[src/rtl/fft_pkg.sv]
// Shared widths, latency and sample type for the waterfall FFT datapath.
package fft_pkg;

    localparam int FFT_ADDR_W   = 9;
    localparam int FFT_TW_W     = 8;
    localparam int FFT_SAMPLE_W = 16;
    localparam int BFLY_LATENCY = 4;

    typedef struct packed {
        logic signed [FFT_SAMPLE_W-1:0] re;
        logic signed [FFT_SAMPLE_W-1:0] im;
    } cplx_t;

endpackage

[src/rtl/fft_butterfly_if.sv]
// Sequencer/ROM/write-back bus of the radix-2 butterfly; the master side issues pairs and serves the ROM.
interface fft_butterfly_if
    import fft_pkg::*;
#(
    parameter int addr_w   = FFT_ADDR_W,
    parameter int data_w   = FFT_TW_W,
    parameter int sample_w = FFT_SAMPLE_W
);

    logic                       in_valid;
    logic signed [sample_w-1:0] in_a_re;
    logic signed [sample_w-1:0] in_a_im;
    logic signed [sample_w-1:0] in_b_re;
    logic signed [sample_w-1:0] in_b_im;
    logic        [addr_w-1:0]   in_tw_idx;
    logic        [addr_w-1:0]   tw_addr;
    logic signed [data_w-1:0]   tw_real;
    logic signed [data_w-1:0]   tw_imag;
    logic                       out_valid;
    logic signed [sample_w-1:0] out0_re;
    logic signed [sample_w-1:0] out0_im;
    logic signed [sample_w-1:0] out1_re;
    logic signed [sample_w-1:0] out1_im;
    logic                       busy;

    modport master (
        output in_valid, in_a_re, in_a_im, in_b_re, in_b_im, in_tw_idx,
        output tw_real, tw_imag,
        input  tw_addr, out_valid, out0_re, out0_im, out1_re, out1_im, busy
    );

    modport slave (
        input  in_valid, in_a_re, in_a_im, in_b_re, in_b_im, in_tw_idx,
        input  tw_real, tw_imag,
        output tw_addr, out_valid, out0_re, out0_im, out1_re, out1_im, busy
    );

endinterface

[src/rtl/fft_cmul.sv]
// Butterfly stages S2-S3: complex multiply B*W, scale by 2^-(data_w-1), with A carried alongside.
// Define BUTTERFLY_ROUND_EN for round-half-up scaling instead of truncation.
module fft_cmul
    import fft_pkg::*;
#(
    parameter int data_w   = FFT_TW_W,
    parameter int sample_w = FFT_SAMPLE_W
) (
    input  logic                       clk,
    input  logic                       reset,
    input  logic                       in_valid,
    input  logic signed [sample_w-1:0] in_a_re,
    input  logic signed [sample_w-1:0] in_a_im,
    input  logic signed [sample_w-1:0] in_b_re,
    input  logic signed [sample_w-1:0] in_b_im,
    input  logic signed [data_w-1:0]   tw_re,
    input  logic signed [data_w-1:0]   tw_im,
    output logic                       out_valid,
    output logic                       busy,
    output logic signed [sample_w-1:0] out_a_re,
    output logic signed [sample_w-1:0] out_a_im,
    output logic signed [sample_w:0]   out_p_re,
    output logic signed [sample_w:0]   out_p_im
);

    localparam int prod_w = sample_w + data_w;
    localparam int sum_w  = prod_w + 1;

    logic                       s2_valid_d, s2_valid_q;
    logic signed [prod_w-1:0]   s2_rr_d, s2_rr_q, s2_ii_d, s2_ii_q;
    logic signed [prod_w-1:0]   s2_ri_d, s2_ri_q, s2_ir_d, s2_ir_q;
    logic signed [sample_w-1:0] s2_a_re_d, s2_a_re_q, s2_a_im_d, s2_a_im_q;

    logic                       s3_valid_d, s3_valid_q;
    logic signed [sum_w-1:0]    re_sum, im_sum;
    logic signed [sample_w:0]   s3_p_re_d, s3_p_re_q, s3_p_im_d, s3_p_im_q;
    logic signed [sample_w-1:0] s3_a_re_d, s3_a_re_q, s3_a_im_d, s3_a_im_q;

    function automatic logic signed [prod_w-1:0] smul(
        input logic signed [sample_w-1:0] b,
        input logic signed [data_w-1:0]   w
    );
        logic signed [prod_w-1:0] be;
        logic signed [prod_w-1:0] we;
        be = {{data_w{b[sample_w-1]}}, b};
        we = {{sample_w{w[data_w-1]}}, w};
        return be * we;
    endfunction

    // |B*W| < 2^(prod_w) and the twiddle is at most 127/128, so the scaled sum fits sample_w+1 bits.
    function automatic logic signed [sample_w:0] scale(input logic signed [sum_w-1:0] x);
        logic signed [sum_w-1:0] r;
`ifdef BUTTERFLY_ROUND_EN
        r = (x + (sum_w'(1) <<< (data_w - 2))) >>> (data_w - 1);
`else
        r = x >>> (data_w - 1);
`endif
        return (sample_w + 1)'(r);
    endfunction

    always_comb begin
        s2_valid_d = in_valid;
        s2_rr_d    = s2_rr_q;
        s2_ii_d    = s2_ii_q;
        s2_ri_d    = s2_ri_q;
        s2_ir_d    = s2_ir_q;
        s2_a_re_d  = s2_a_re_q;
        s2_a_im_d  = s2_a_im_q;
        if (in_valid) begin
            s2_rr_d   = smul(in_b_re, tw_re);
            s2_ii_d   = smul(in_b_im, tw_im);
            s2_ri_d   = smul(in_b_re, tw_im);
            s2_ir_d   = smul(in_b_im, tw_re);
            s2_a_re_d = in_a_re;
            s2_a_im_d = in_a_im;
        end
    end

    always_comb begin
        re_sum     = {s2_rr_q[prod_w-1], s2_rr_q} - {s2_ii_q[prod_w-1], s2_ii_q};
        im_sum     = {s2_ri_q[prod_w-1], s2_ri_q} + {s2_ir_q[prod_w-1], s2_ir_q};
        s3_valid_d = s2_valid_q;
        s3_p_re_d  = s3_p_re_q;
        s3_p_im_d  = s3_p_im_q;
        s3_a_re_d  = s3_a_re_q;
        s3_a_im_d  = s3_a_im_q;
        if (s2_valid_q) begin
            s3_p_re_d = scale(re_sum);
            s3_p_im_d = scale(im_sum);
            s3_a_re_d = s2_a_re_q;
            s3_a_im_d = s2_a_im_q;
        end
    end

    always_ff @(posedge clk) begin
        if (reset) begin
            s2_valid_q <= 1'b0;
            s3_valid_q <= 1'b0;
        end else begin
            s2_valid_q <= s2_valid_d;
            s3_valid_q <= s3_valid_d;
        end
    end

    always_ff @(posedge clk) begin
        s2_rr_q   <= s2_rr_d;
        s2_ii_q   <= s2_ii_d;
        s2_ri_q   <= s2_ri_d;
        s2_ir_q   <= s2_ir_d;
        s2_a_re_q <= s2_a_re_d;
        s2_a_im_q <= s2_a_im_d;
        s3_p_re_q <= s3_p_re_d;
        s3_p_im_q <= s3_p_im_d;
        s3_a_re_q <= s3_a_re_d;
        s3_a_im_q <= s3_a_im_d;
    end

    assign out_valid = s3_valid_q;
    assign busy      = s2_valid_q | s3_valid_q;
    assign out_a_re  = s3_a_re_q;
    assign out_a_im  = s3_a_im_q;
    assign out_p_re  = s3_p_re_q;
    assign out_p_im  = s3_p_im_q;

endmodule

[src/rtl/fft_butterfly.sv]
// Pipelined radix-2 DIT butterfly: outputs (A+W*B)/2 and (A-W*B)/2, saturated, four cycles after input.
// Define BUTTERFLY_ROUND_EN for round-half-up at both scaling points instead of truncation.
module fft_butterfly
    import fft_pkg::*;
#(
    parameter int data_w   = FFT_TW_W,
    parameter int sample_w = FFT_SAMPLE_W
) (
    input  logic           clk,
    input  logic           reset,
    fft_butterfly_if.slave bus
);

    localparam int p_w = sample_w + 1;
    localparam int s_w = sample_w + 2;

    logic                       s1_valid_d, s1_valid_q;
    logic signed [sample_w-1:0] s1_a_re_d, s1_a_re_q, s1_a_im_d, s1_a_im_q;
    logic signed [sample_w-1:0] s1_b_re_d, s1_b_re_q, s1_b_im_d, s1_b_im_q;

    logic                       s3_valid, cmul_busy;
    logic signed [sample_w-1:0] s3_a_re, s3_a_im;
    logic signed [p_w-1:0]      s3_p_re, s3_p_im;

    logic                       s4_valid_d, s4_valid_q;
    logic signed [sample_w-1:0] out0_re_d, out0_re_q, out0_im_d, out0_im_q;
    logic signed [sample_w-1:0] out1_re_d, out1_re_q, out1_im_d, out1_im_q;

    // Halve A+/-p and clamp; the shifted sum still has two guard bits above the output width.
    function automatic logic signed [sample_w-1:0] bfly_half(
        input logic signed [sample_w-1:0] a,
        input logic signed [p_w-1:0]      p,
        input logic                       sub
    );
        logic signed [s_w-1:0] sum;
        logic signed [s_w-1:0] half;
        sum = sub ? ({{2{a[sample_w-1]}}, a} - {p[p_w-1], p})
                  : ({{2{a[sample_w-1]}}, a} + {p[p_w-1], p});
`ifdef BUTTERFLY_ROUND_EN
        sum = sum + s_w'(1);
`endif
        half = sum >>> 1;
        if (half[s_w-1:sample_w-1] == '0 || half[s_w-1:sample_w-1] == '1) begin
            return half[sample_w-1:0];
        end
        return half[s_w-1] ? {1'b1, {(sample_w-1){1'b0}}} : {1'b0, {(sample_w-1){1'b1}}};
    endfunction

    assign bus.tw_addr = bus.in_tw_idx;

    always_comb begin
        s1_valid_d = bus.in_valid;
        s1_a_re_d  = s1_a_re_q;
        s1_a_im_d  = s1_a_im_q;
        s1_b_re_d  = s1_b_re_q;
        s1_b_im_d  = s1_b_im_q;
        if (bus.in_valid) begin
            s1_a_re_d = bus.in_a_re;
            s1_a_im_d = bus.in_a_im;
            s1_b_re_d = bus.in_b_re;
            s1_b_im_d = bus.in_b_im;
        end
    end

    fft_cmul #(
        .data_w   (data_w),
        .sample_w (sample_w)
    ) u_cmul (
        .clk       (clk),
        .reset     (reset),
        .in_valid  (s1_valid_q),
        .in_a_re   (s1_a_re_q),
        .in_a_im   (s1_a_im_q),
        .in_b_re   (s1_b_re_q),
        .in_b_im   (s1_b_im_q),
        .tw_re     (bus.tw_real),
        .tw_im     (bus.tw_imag),
        .out_valid (s3_valid),
        .busy      (cmul_busy),
        .out_a_re  (s3_a_re),
        .out_a_im  (s3_a_im),
        .out_p_re  (s3_p_re),
        .out_p_im  (s3_p_im)
    );

    always_comb begin
        s4_valid_d = s3_valid;
        out0_re_d  = out0_re_q;
        out0_im_d  = out0_im_q;
        out1_re_d  = out1_re_q;
        out1_im_d  = out1_im_q;
        if (s3_valid) begin
            out0_re_d = bfly_half(s3_a_re, s3_p_re, 1'b0);
            out0_im_d = bfly_half(s3_a_im, s3_p_im, 1'b0);
            out1_re_d = bfly_half(s3_a_re, s3_p_re, 1'b1);
            out1_im_d = bfly_half(s3_a_im, s3_p_im, 1'b1);
        end
    end

    always_ff @(posedge clk) begin
        if (reset) begin
            s1_valid_q <= 1'b0;
            s4_valid_q <= 1'b0;
            out0_re_q  <= '0;
            out0_im_q  <= '0;
            out1_re_q  <= '0;
            out1_im_q  <= '0;
        end else begin
            s1_valid_q <= s1_valid_d;
            s4_valid_q <= s4_valid_d;
            out0_re_q  <= out0_re_d;
            out0_im_q  <= out0_im_d;
            out1_re_q  <= out1_re_d;
            out1_im_q  <= out1_im_d;
        end
    end

    always_ff @(posedge clk) begin
        s1_a_re_q <= s1_a_re_d;
        s1_a_im_q <= s1_a_im_d;
        s1_b_re_q <= s1_b_re_d;
        s1_b_im_q <= s1_b_im_d;
    end

    assign bus.out_valid = s4_valid_q;
    assign bus.out0_re   = out0_re_q;
    assign bus.out0_im   = out0_im_q;
    assign bus.out1_re   = out1_re_q;
    assign bus.out1_im   = out1_im_q;
    assign bus.busy      = s1_valid_q | cmul_busy | s4_valid_q;

endmodule
[src/flat_wrapper.sv]
// flat-port wrapper written by rule: the top's interface ports become plain ports
module fft_butterfly_flat import fft_pkg::*;
#(
    parameter int data_w   = FFT_TW_W,
    parameter int sample_w = FFT_SAMPLE_W
)
  (clk, reset, bus_in_valid, bus_in_a_re, bus_in_a_im, bus_in_b_re, bus_in_b_im, bus_in_tw_idx, bus_tw_real, bus_tw_imag, bus_tw_addr, bus_out_valid, bus_out0_re, bus_out0_im, bus_out1_re, bus_out1_im, bus_busy);
  fft_butterfly_if #(.data_w(data_w), .sample_w(sample_w)) bus_i ();
  input  logic clk;
  input  logic reset;
  input wire logic [$bits(bus_i.in_valid)-1:0] bus_in_valid;
  input wire logic [$bits(bus_i.in_a_re)-1:0] bus_in_a_re;
  input wire logic [$bits(bus_i.in_a_im)-1:0] bus_in_a_im;
  input wire logic [$bits(bus_i.in_b_re)-1:0] bus_in_b_re;
  input wire logic [$bits(bus_i.in_b_im)-1:0] bus_in_b_im;
  input wire logic [$bits(bus_i.in_tw_idx)-1:0] bus_in_tw_idx;
  input wire logic [$bits(bus_i.tw_real)-1:0] bus_tw_real;
  input wire logic [$bits(bus_i.tw_imag)-1:0] bus_tw_imag;
  output wire logic [$bits(bus_i.tw_addr)-1:0] bus_tw_addr;
  output wire logic [$bits(bus_i.out_valid)-1:0] bus_out_valid;
  output wire logic [$bits(bus_i.out0_re)-1:0] bus_out0_re;
  output wire logic [$bits(bus_i.out0_im)-1:0] bus_out0_im;
  output wire logic [$bits(bus_i.out1_re)-1:0] bus_out1_re;
  output wire logic [$bits(bus_i.out1_im)-1:0] bus_out1_im;
  output wire logic [$bits(bus_i.busy)-1:0] bus_busy;
  assign bus_i.in_valid = bus_in_valid;
  assign bus_i.in_a_re = bus_in_a_re;
  assign bus_i.in_a_im = bus_in_a_im;
  assign bus_i.in_b_re = bus_in_b_re;
  assign bus_i.in_b_im = bus_in_b_im;
  assign bus_i.in_tw_idx = bus_in_tw_idx;
  assign bus_i.tw_real = bus_tw_real;
  assign bus_i.tw_imag = bus_tw_imag;
  assign bus_tw_addr = bus_i.tw_addr;
  assign bus_out_valid = bus_i.out_valid;
  assign bus_out0_re = bus_i.out0_re;
  assign bus_out0_im = bus_i.out0_im;
  assign bus_out1_re = bus_i.out1_re;
  assign bus_out1_im = bus_i.out1_im;
  assign bus_busy = bus_i.busy;
  fft_butterfly #(.data_w(data_w), .sample_w(sample_w)) u_core (.clk(clk), .reset(reset), .bus(bus_i));
endmodule
[config.mk]
export PLATFORM = sky130hd
export DESIGN_NAME = fft_butterfly_flat
export DESIGN_NICKNAME = d
export VERILOG_FILES = /design/src/rtl/fft_pkg.sv /design/src/rtl/fft_butterfly_if.sv /design/src/rtl/fft_cmul.sv /design/src/rtl/fft_butterfly.sv /design/src/flat_wrapper.sv
export SDC_FILE = /design/constraint.sdc
export NUM_CORES = 2
export LEC_CHECK = 0
export CAP_MARGIN = 20
export CORE_MARGIN = 5
export CORE_UTILIZATION = 63
export CTS_CLUSTER_DIAMETER = 30
export DETAILED_ROUTE_END_ITERATION = 8
export GPL_TIMING_DRIVEN = 0
export PLACE_DENSITY = 0.83
export SLEW_MARGIN = 20
export SYNTH_ARGS = -nofsm -noshare
export SYNTH_HDL_FRONTEND = slang
export SYNTH_SLANG_ARGS = --single-unit
export TNS_END_PERCENT = 5
[constraint.sdc]
create_clock -name clk -period 18.05 [get_ports clk]
set_input_delay 3.61 -clock clk [delete_from_list [all_inputs] [get_ports clk]]
set_output_delay 3.61 -clock clk [all_outputs]
set_load 0.01 [all_outputs]
==> summary.md <==
| Metric | Value |
|---|---|
| Status | finished clean |
| Total congestion overflow | 0 |
| Number of enable-type register cells in the synthesized netlist | 258 |
| Min cycle time layout | 9.834 ns |
| Post-route setup TNS | 0 ns |
| Cell area after synthesis | 33980 um^2 |
| Num CTS Buffers | 68 |
| Post-synthesis sequential area ratio | 26.81% |
| Final weighted congestion in routability-driven placement | 1.002 |
| Remaining DRCs | 0 |
| Required time at the endpoint of the critical path | 18.38 ns |
| Number of cells upsized or downsized after cts | 0 |
| Busiest layer in global routing | met2 |
| Initial DRC Count | 1775 |
| Post-detailed-route wirelength per cell | 19.31 um |
| Total vias in the final route | 24726 |
| Final Hold Viols | 0 |
| Number of rows created at floorplan | 85 |
| Number of optimization iterations in the first detailed-route pass | 5 |
| H-tree level count | 3 |
| Synth async-reset ratio | 0% |
| Top library cells by usage in the layout, fill and taps aside | 637 x inv_1, 416 x fa_1, 343 x and2_1, 288 x ha_1, 258 x edfxtp_1 |
| Post-detailed-placement half-perimeter wirelength | 66680 um |
| Area used by multi-input combinational logic | 21850 um^2 |
| Placeable Area | 53600 um^2 |
| Post-Route Skew | 0.01890 ns |
| Maximum number of pins on one net before global-route repair | 62 |
| Number of buffers inserted to repair setup after CTS | 0 |
| Met1 track utilization from global routing | 36.23% |
| Post-Route WL | 84270 um |
| Pre-CTS worst setup slack | 7.749 ns |
| Top cell by count, worst path | fa_1 |
| Setup WS post-layout | 8.216 ns |
| Layout overhead on the synthesized area | 14.40% |
| Reported leakage power | 17.27 nW |
| Endpoint arrival time on the critical path | 10.16 ns |
| Clock insertion delay at the later pin of the skew report | 0.61 ns |
| Type of the setup path with the least slack | input port to register |
| Mean post-synth cell area | 10.04 um^2 |
| Root Driver | clkbuf_16 |
| Fraction of met2 tracks used by global routing | 48.46% |
| Total number of nets in the final design | 4410 |
| Ordered cell list for the critical path | clkdlybuf4s50_1, inv_1, buf_1, nor2_1, fa_1, fa_1, fa_1, inv_1, fa_1, inv_1, ha_1, or3_1, o2111ai_1, a21oi_1, or4_1, a211o_1, a2111oi_0, nor3_1 |
| Maximum resistive drop on vdd | 0.1473 mV |
| Number of distinct library cell variants in the gate-level netlist after synthesis | 89 |
| Post-DRT Antenna Nets | 0 |
| Total I/O pin count | 167 |
| Top fanout value on the critical path | 11 |
| Final count of pins violating max slew | 0 |
| Flip-flop and latch count after synthesis | 326 |
| Drt via density | 5.665 |
| Power per cell area | 171.8 nW/um^2 |
| Endpoint kind of the worst setup timing path | register |
| Initial Utilization | 63.39% |
| Width of the die | 242.2 um |
| Number of global-route vias before repair | 26249 |
| Relative slew margins | 28.95% |
| Setup Viol. Count Final | 0 |
| Total of max-cap violations | 0 |
| CP max stage delay | 0.75 ns |
| Longest Clk Path Bufs | 3 |
| Fmax achieved | 101.7 MHz |
| Combined flip-flop and latch cell area | 9116 um^2 |
| Most frequent standard cell in the layout excluding fill and tap cells | inv_1 |
| Worst Setup Start Kind | input port |
| Setup repair after global routing missed its margin | no |
| Total routing usage reported by global routing | 29.19% |
| Vertical extent of the die | 242.2 um |
| Gate Count Post-Synth | 3383 |
| Hold Buf Count CTS | 0 |
| Ratio of cells with drive above 1 in the final layout | 5.645% |
| First-pass GRT wire length | 136500 um |
| Count of synthesis-stage warnings from yosys | 0 |
| Syn Nets | 4179 |
| Measured slew at the worst slew-check pin | 1.039 ns |
| Antenna violations before repair | 4 |
| Met3 usage in global routing | 6.322% |
| Fill cell instance count of the final layout | 3855 |
| Clock-pin slew on the worst setup and hold paths | 0.05 ns |
| Most instantiated flip-flop cell in the synthesis netlist | edfxtp_1 |
| Final worst-path cycle share | 54.48% |
| CP max-delay cell | buf_1 |
| Number of buffer cells added on primary ports | 157 |
| Clock tree from TritonCTS | built |
| Number of clock sinks seen by CTS | 326 |
| Class of the tightest hold or removal check | register to register |
| Total die area | 58680 um^2 |
==> synthesized netlist by cell type, drive strengths merged, types with 4 or more instances <==
cell type / number / share of area [%]
nand4: 8 / 0.15
and2: 343 / 6.3
o211a: 4 / 0.12
o2111ai: 5 / 0.13
a311oi: 6 / 0.17
nor3: 53 / 0.82
nand2b: 36 / 0.66
nor4: 5 / 0.092
a21boi: 8 / 0.18
buf: 31 / 0.63
a31oi: 14 / 0.30
nand2: 162 / 1.8
clkbuf: 110 / 1.2
o311ai: 4 / 0.10
o211ai: 12 / 0.31
a2111oi: 7 / 0.24
o21a: 23 / 0.51
xnor2: 132 / 3.4
a221oi: 6 / 0.17
ha: 288 / 11
fa: 416 / 25
nor2b: 28 / 0.52
nand3b: 6 / 0.13
and3: 11 / 0.20
edfxtp: 258 / 23
xor2: 34 / 0.90
or3: 16 / 0.29
a41oi: 4 / 0.10
or2: 13 / 0.24
maj3: 57 / 1.7
o21ai: 50 / 0.74
nand3: 24 / 0.37
o21bai: 17 / 0.38
nor2: 219 / 2.4
a21oi: 107 / 1.6
a21o: 34 / 0.75
o31ai: 5 / 0.18
dfxtp: 68 / 4.0
inv: 638 / 7.0
and4: 4 / 0.10
a211oi: 70 / 1.7
nor3b: 4 / 0.088
==> registers in the layout, summed over array words and instances (netlist names), 17 cells and up <==
name and flops:
u_core.u_cmul.s2_ii_q 24, u_core.u_cmul.s2_rr_q 24, u_core.u_cmul.out_p_re 17, u_core.u_cmul.s2_ir_q 24
u_core.u_cmul.out_p_im 17, u_core.u_cmul.s2_ri_q 24
==> per-layer routing <==
metal | vias up | routed length (um)
li1 | 11337 | -
met1 | 12096 | 32840
met2 | 997 | 39530
met3 | 292 | 6583
met4 | 4 | 5285
met5 | - | 27
==> where the power goes <==
| group | switching (W) | total (W) | leakage, nW | internal [W] |
|---|---|---|---|---|
| clock | 0.000427 | 0.00127 | 1.14 | 0.000844 |
| sequential | 0.0000849 | 0.00126 | 3.00 | 0.00118 |
| combinational | 0.00240 | 0.00414 | 13.1 | 0.00174 |
| total | 0.00292 | 0.00668 | 17.3 | 0.00376 |
==> worst max-delay path, delay by kind of cell <==
kind | cells | cell delay [ns]
fa+ha+maj | 5 | 2.15
simple gates | 4 | 1.14
compound gates | 4 | 1.19
buf+inv | 5 | 2.07
==> layout make-up <==
| class | instances | share of cell area [%] |
|---|---|---|
| plain buffers | 141 | 1.613 |
| inverters | 638 | 6.161 |
| diodes | 2 | 0.01288 |
| clock inverters | 49 | 1.593 |
| repair buffers | 161 | 4.262 |
| flip-flops and latches | 326 | 23.45 |
| multi-input cells | 2278 | 56.20 |
| clock buffers | 74 | 4.461 |
| well taps | 696 | 2.240 |
==> through the flow <==
stage          instance area (um^2)  instances  utilization [%]  hold WS (ns)  power, W
2_1_floorplan                 33980       3383                -        0.4003  0.004299
3_3_place_gp                  36420       4236            67.94        0.4008  0.005196
3_5_place_dp                  36510       4240            68.12        0.4045  0.005339
4_1_cts                       38860       4363            72.51        0.4024  0.006684
5_1_grt                       38860       4363            72.51        0.4095  0.007257
6_report                      38870       4365            72.52        0.4073  0.006679
==> path summary, 6_finish.rpt <==
kind / startpoint / end / slack [ns] / cells after the start
setup / recovery: bus_tw_real[7] / u_core.u_cmul.s2_rr_q[23] / 8.22 / 18
hold / removal: u_core.u_cmul.s2_a_im_q[1] / u_core.u_cmul.out_a_im[1] / 0.41 / 0
setup reg to reg: u_core.s1_b_re_q[6] / u_core.u_cmul.s2_rr_q[23] / 11.83 / 17
hold reg to reg: u_core.u_cmul.s2_a_im_q[1] / u_core.u_cmul.out_a_im[1] / 0.41 / 0
==> kinds of logic (layout without fill, tap and decap cells) <==
| logic type | count (synthesis) | after routing | synth area share, % |
|---|---|---|---|
| adder cells (fa/ha/maj) | 761 | 761 | 36.85 |
| buffers and inverters | 779 | 1063 | 8.893 |
| flip-flops | 326 | 326 | 26.81 |
| other | 0 | 2 | 0 |
| AO/OA/AOI/OAI | 409 | 409 | 8.654 |
| multiplexers | 2 | 2 | 0.05892 |
| AND/OR/NAND/NOR | 940 | 940 | 14.43 |
| XOR/XNOR | 166 | 166 | 4.301 |
Note: power is estimated with default switching activity, not from simulation.
